--- src/rtl/mem_stage_pkg.sv ---
// Shared types and sizing helpers for the MEM pipeline stage.
package mem_stage_pkg;

  typedef enum logic [1:0] {
    IDLE     = 2'd0,
    WAIT_GNT = 2'd1,
    WAIT_RSP = 2'd2
  } state_e;

  localparam int unsigned TIMEOUT_DEF = 255;

  function automatic int unsigned wait_cnt_w(input int unsigned timeout);
    return $clog2(timeout + 1);
  endfunction

  localparam int unsigned WAIT_CNT_W = wait_cnt_w(TIMEOUT_DEF);

endpackage

--- src/rtl/mem_wait_timer.sv ---
// Wait-cycle counter for outstanding memory accesses; expired_o flags count==TIMEOUT.
module mem_wait_timer
  import mem_stage_pkg::*;
#(
  parameter int unsigned TIMEOUT = TIMEOUT_DEF,
  parameter int unsigned CNT_W   = WAIT_CNT_W
) (
  input  logic clk,
  input  logic rst_i,
  input  logic clear_i,
  input  logic en_i,
  output logic expired_o
);

  logic [CNT_W-1:0] count_q, count_d;

  assign expired_o = (count_q == CNT_W'(TIMEOUT));

  // Holds at TIMEOUT so the compare can never wrap back to a live count.
  always_comb begin
    count_d = count_q;
    if (clear_i)
      count_d = '0;
    else if (en_i && !expired_o)
      count_d = count_q + CNT_W'(1);
  end

  always_ff @(posedge clk) begin
    if (rst_i) count_q <= '0;
    else       count_q <= count_d;
  end

endmodule

--- src/rtl/mem_access_stage.sv ---
// MEM pipeline stage: drives the data-memory req/gnt/rvalid handshake and stalls upstream
// while an access is outstanding; stalled cycles are presented to MEM/WB as bubbles.
module mem_access_stage
  import mem_stage_pkg::*;
#(
  parameter int unsigned ADDR_W  = 32,
  parameter int unsigned DATA_W  = 32,
  parameter int unsigned TIMEOUT = TIMEOUT_DEF
) (
  input  logic              clk,
  input  logic              rst_n,
  input  logic              MemRead_i,
  input  logic              MemWrite_i,
  input  logic              RegWrite_i,
  input  logic              MemtoReg_i,
  input  logic [31:0]       alu_result_i,
  input  logic [DATA_W-1:0] write_data_i,
  input  logic [4:0]        write_addr_i,
  output logic              dmem_req_o,
  output logic              dmem_we_o,
  output logic [ADDR_W-1:0] dmem_addr_o,
  output logic [DATA_W-1:0] dmem_wdata_o,
  input  logic              dmem_gnt_i,
  input  logic              dmem_rvalid_i,
  input  logic [DATA_W-1:0] dmem_rdata_i,
  output logic              stall_o,
  output logic              RegWrite_o,
  output logic [31:0]       alu_result_o,
  output logic [DATA_W-1:0] read_data_o,
  output logic [4:0]        write_addr_o,
  output logic              MemtoReg_o,
  output logic              misalign_o,
  output logic              timeout_o
);

  localparam int unsigned CntW = wait_cnt_w(TIMEOUT);

  state_e state_q, state_d;
  logic   timeout_q;
  logic   is_mem, aligned, expired, clear, abort;

  assign is_mem  = MemRead_i | MemWrite_i;
  assign aligned = (alu_result_i[1:0] == 2'b00);

  // rst_n is active-high: the pin name is inherited, the polarity is not.
  always_comb begin
    state_d     = state_q;
    dmem_req_o  = 1'b0;
    stall_o     = 1'b0;
    RegWrite_o  = 1'b0;
    read_data_o = '0;
    misalign_o  = 1'b0;
    abort       = 1'b0;
    clear       = 1'b1;
    case (state_q)
      IDLE: begin
        if (is_mem && aligned) begin
          dmem_req_o = 1'b1;
          if (dmem_gnt_i) begin
            if (MemWrite_i) begin
              RegWrite_o = RegWrite_i;
            end else begin
              stall_o = 1'b1;
              state_d = WAIT_RSP;
            end
          end else begin
            stall_o = 1'b1;
            state_d = WAIT_GNT;
          end
        end else if (is_mem) begin
          misalign_o = 1'b1;
        end else begin
          RegWrite_o = RegWrite_i;
        end
      end
      WAIT_GNT: begin
        dmem_req_o = 1'b1;
        if (dmem_gnt_i) begin
          if (MemWrite_i) begin
            RegWrite_o = RegWrite_i;
            state_d    = IDLE;
          end else begin
            stall_o = 1'b1;
            state_d = WAIT_RSP;
          end
        end else if (expired) begin
          abort   = 1'b1;
          state_d = IDLE;
        end else begin
          stall_o = 1'b1;
          clear   = 1'b0;
        end
      end
      WAIT_RSP: begin
        if (dmem_rvalid_i) begin
          read_data_o = dmem_rdata_i;
          RegWrite_o  = RegWrite_i;
          state_d     = IDLE;
        end else if (expired) begin
          abort   = 1'b1;
          state_d = IDLE;
        end else begin
          stall_o = 1'b1;
          clear   = 1'b0;
        end
      end
      default: state_d = IDLE;
    endcase
    if (rst_n) begin
      state_d     = IDLE;
      dmem_req_o  = 1'b0;
      stall_o     = 1'b0;
      RegWrite_o  = 1'b0;
      read_data_o = '0;
      misalign_o  = 1'b0;
      abort       = 1'b0;
      clear       = 1'b1;
    end
  end

  always_ff @(posedge clk) begin
    if (rst_n) begin
      state_q   <= IDLE;
      timeout_q <= 1'b0;
    end else begin
      state_q   <= state_d;
      timeout_q <= abort;
    end
  end

  mem_wait_timer #(
    .TIMEOUT (TIMEOUT),
    .CNT_W   (CntW)
  ) u_wait_timer (
    .clk       (clk),
    .rst_i     (rst_n),
    .clear_i   (clear),
    .en_i      (1'b1),
    .expired_o (expired)
  );

  assign dmem_we_o    = dmem_req_o & MemWrite_i;
  assign dmem_addr_o  = alu_result_i[ADDR_W-1:0];
  assign dmem_wdata_o = write_data_i;
  assign alu_result_o = alu_result_i;
  assign write_addr_o = write_addr_i;
  assign MemtoReg_o   = MemtoReg_i;
  assign timeout_o    = timeout_q;

endmodule
--- config.mk ---
export PLATFORM = sky130hd
export DESIGN_NAME = mem_access_stage
export DESIGN_NICKNAME = d
export VERILOG_FILES = /design/src/rtl/mem_stage_pkg.sv /design/src/rtl/mem_wait_timer.sv /design/src/rtl/mem_access_stage.sv
export SDC_FILE = /design/constraint.sdc
export NUM_CORES = 1
export LEC_CHECK = 0
export ABC_AREA = 0
export BUFFER_PORTS_ARGS = -buffer_cell sky130_fd_sc_hd__buf_2
export CAP_MARGIN = 20
export CORE_AREA = 2 2 97 99
export DETAILED_ROUTE_END_ITERATION = 16
export DIE_AREA = 0 0 99 101
export SETUP_SLACK_MARGIN = 0.05
export SLEW_MARGIN = 10
export SYNTH_ARGS = -nofsm -noshare
export SYNTH_HDL_FRONTEND = slang
export SYNTH_SLANG_ARGS = --single-unit
--- constraint.sdc ---
create_clock -name clk -period 2.65 [get_ports clk]
set_clock_uncertainty 0.2 [all_clocks]
set_input_delay 0.1325 -clock clk [delete_from_list [all_inputs] [get_ports clk]]
set_output_delay 0.1325 -clock clk [all_outputs]
set_load 0.02 [all_outputs]
==> impl_results.md <==
- Number of antenna diodes: 0
- Actual slew at the worst max-slew pin: 0.328 ns
- Initial antenna violation count: 0
- Vias in the first global route: 1036
- Most common cell after layout, fill and taps aside: buf_2
- Pwr/cell area: 293 nW/um^2
- Fin nets: 312
- Outcome: finished clean
- CTS Buffer Depth: 2
- Cell variety after synth: 30
- Startpoint types: flip-flop
- Synth Flop Type: dfxtp_1
- Internal power component: 318 uW
- GP Congestion: 0.814
- Per-cell routed wire length: 13.5 microns
- FP Rows: 35
- Die width: 99 microns
- CP arrival: 1.78 ns
- Logic pwr share: 23.6%
- Final min period: 2.11 ns
- Post-CTS setup buffers: 0
- Layout cells sized above 1: 45.7%
- Starting Density: 18.5%
- Port bufs: 82
- Mapped Nets: 329
- Die area: 10000 sq um
- Layout Area Growth over Synthesis: -10.6%
- Core ar.: 8980 sq um
- Rel. slew slack: 78.1%
- Asr flop ratio synth: 0%
- Yosys warnings: 0
- Resize count post-CTS: 0
- Kind of critical path: flip-flop to primary output
- RSZ-0062 raised after global routing: false
- Vias per inst: 3.78
- Antenna viol nets, final: 0
- Largest net degree at the start of global routing: 33
- IO Pins: 249
- Worst endpoint required time: 2.32 ns
- Syn Inst Count: 215
- Initial DRT Pass Iterations: 5
- Maxcap violations: 0
- First-pass GRT wire length: 5480 microns
- CP max FO: 4
- Hold Path Class: primary input to flip-flop
- Root buffer cell: clkbuf_8
- Post-DP HPWL: 3570 microns
- Number of remaining DRC errors: 0
- Worst skew pair latency: 0.23 ns
- TritonCTS buffer count: 3
- Max Clock Freq: 0.474 GHz
- Post-synth EDFFs: 0
- Clock transition at the registers of the reported paths: 0.04 ns
- Post-Route WL: 4170 microns
- Die height: 101 microns
- Setup_tns: 0 ns
- Sw power: 117 uW
- Detailed router's first-iteration violation count: 18
- Hold_buf cts: 0
- Detailed-route via count: 1164
- Total clock sinks: 11
- Total global routing overflow: 0
- Static Leak: 0.000779 uW
- Setup Viol. Count Final: 0
- Total GRT Usage: 7.13%
- Peak supply drop: 0.271 mV
- Most frequent cells in the layout: buf_2, and2_1, nor2_1, dfxtp_1, inv_1
- Clock power share: 37.4%
- Sw frac: 26.8%
- Power Total: 435 uW
- Sequential area share after synthesis: 13.3%
- Fillers: 1031
- H-tree depth: 1
- Syn_area_per_cell: 7.71 sq um
- Worst Setup End Kind: primary output
- Seq cells post-synth: 11
- Final hold violation count: 0
- CTS tree: yes
- Tcrit/Tclk final: 79.7%
- Slew Limit Fails: 0
- Mapped Area: 1660 sq um
- Flop pwr share: 39.0%
-- cell usage after synthesis (2+ instances only) --
master / instances / area share (%)
a21boi_1: 2 / 0.91
and3_1: 4 / 1.5
and2_1: 33 / 12
nor2b_1: 2 / 0.75
buf_4: 102 / 46
nor3_1: 2 / 0.60
dfxtp_1: 11 / 13
xor2_1: 3 / 1.6
nand2_1: 5 / 1.1
nand2b_1: 2 / 0.75
a21oi_1: 2 / 0.60
nand3_1: 5 / 1.5
nor2_1: 12 / 2.7
xnor2_1: 3 / 1.6
inv_1: 6 / 1.4
ha_1: 5 / 3.8
clkbuf_1: 3 / 0.68
-- metal layers --
layer  up-vias  global-route usage (%)  share of wire [%]
met3        29                    2.84                 12
li1        544                       -                  -
met2        85                    11.1                 46
met1       506                    8.07                 37
met4         0                    4.74                4.3
met5         -                       0                  0
-- power by group through the flow --
stage | combinational [uW] | sequential (uW) | clock [uW]
finish | 103 | 170 | 163
CTS | 104 | 170 | 168
detailed placement | 103 | 173 | 0
floorplan | 268 | 172 | 0
global route | 112 | 170 | 175
global placement | 102 | 172 | 0
-- sequential cells by signal, indices dropped and copies added, names as in the netlist --
| signal | count |
|---|---|
| timeout_o | 1 |
| state_q | 2 |
| u_wait_timer.count_q | 8 |
-- stage by stage --
step,cells,instance area (sq um),hold slack (ns),utilization [%],setup WS (ns)
after floorplan,215,1660,0.0777,-,0.915
after global placement,304,1440,0.0651,16.0,0.819
after detailed placement,304,1440,0.0651,16.0,0.767
after CTS,308,1480,0.0221,16.5,0.499
after global routing,308,1480,0.0543,16.5,0.377
final,308,1480,0.0318,16.5,0.538
-- logic make-up after synthesis --
| group | synth area share [%] |
|---|---|
| xor gates and xnor gates | 3.17 |
| buffers and inverters | 48.2 |
| AOI/OAI and AO/OA | 9.28 |
| and+or+nand+nor | 22.3 |
| DFF | 13.3 |
| adders and majority gates | 3.77 |
-- final timing paths --
| kind | startpoint | to | slack [ns] | cells past startpoint |
|---|---|---|---|---|
| worst min register to register | u_wait_timer.count_q[0] | u_wait_timer.count_q[0] | 0.24 | 1 |
| worst min-delay path | dmem_gnt_i | state_q[1] | 0.03 | 3 |
| worst max-delay path | state_q[0] | stall_o | 0.54 | 7 |
| worst max register to register | state_q[1] | state_q[0] | 0.93 | 6 |
-- worst max-delay path, cell delays in order, from the launching register on --
cell	delay, ns
dfxtp_1	0.34
inv_1	0.09
ha_1	0.22
inv_1	0.11
a2111oi_4	0.35
a21oi_1	0.07
a21boi_1	0.17
buf_2	0.20
-- layout make-up --
class / count / area (sq um) / area share [%]
multi-input combinational: 93 / 638 / 43.0
clock buffer: 4 / 45.0 / 3.04
timing repair buffer: 83 / 418 / 28.2
sequential: 11 / 220 / 14.9
tap: 111 / 139 / 9.37
inverter: 6 / 22.5 / 1.52
(Power assumes the default switching activity.)
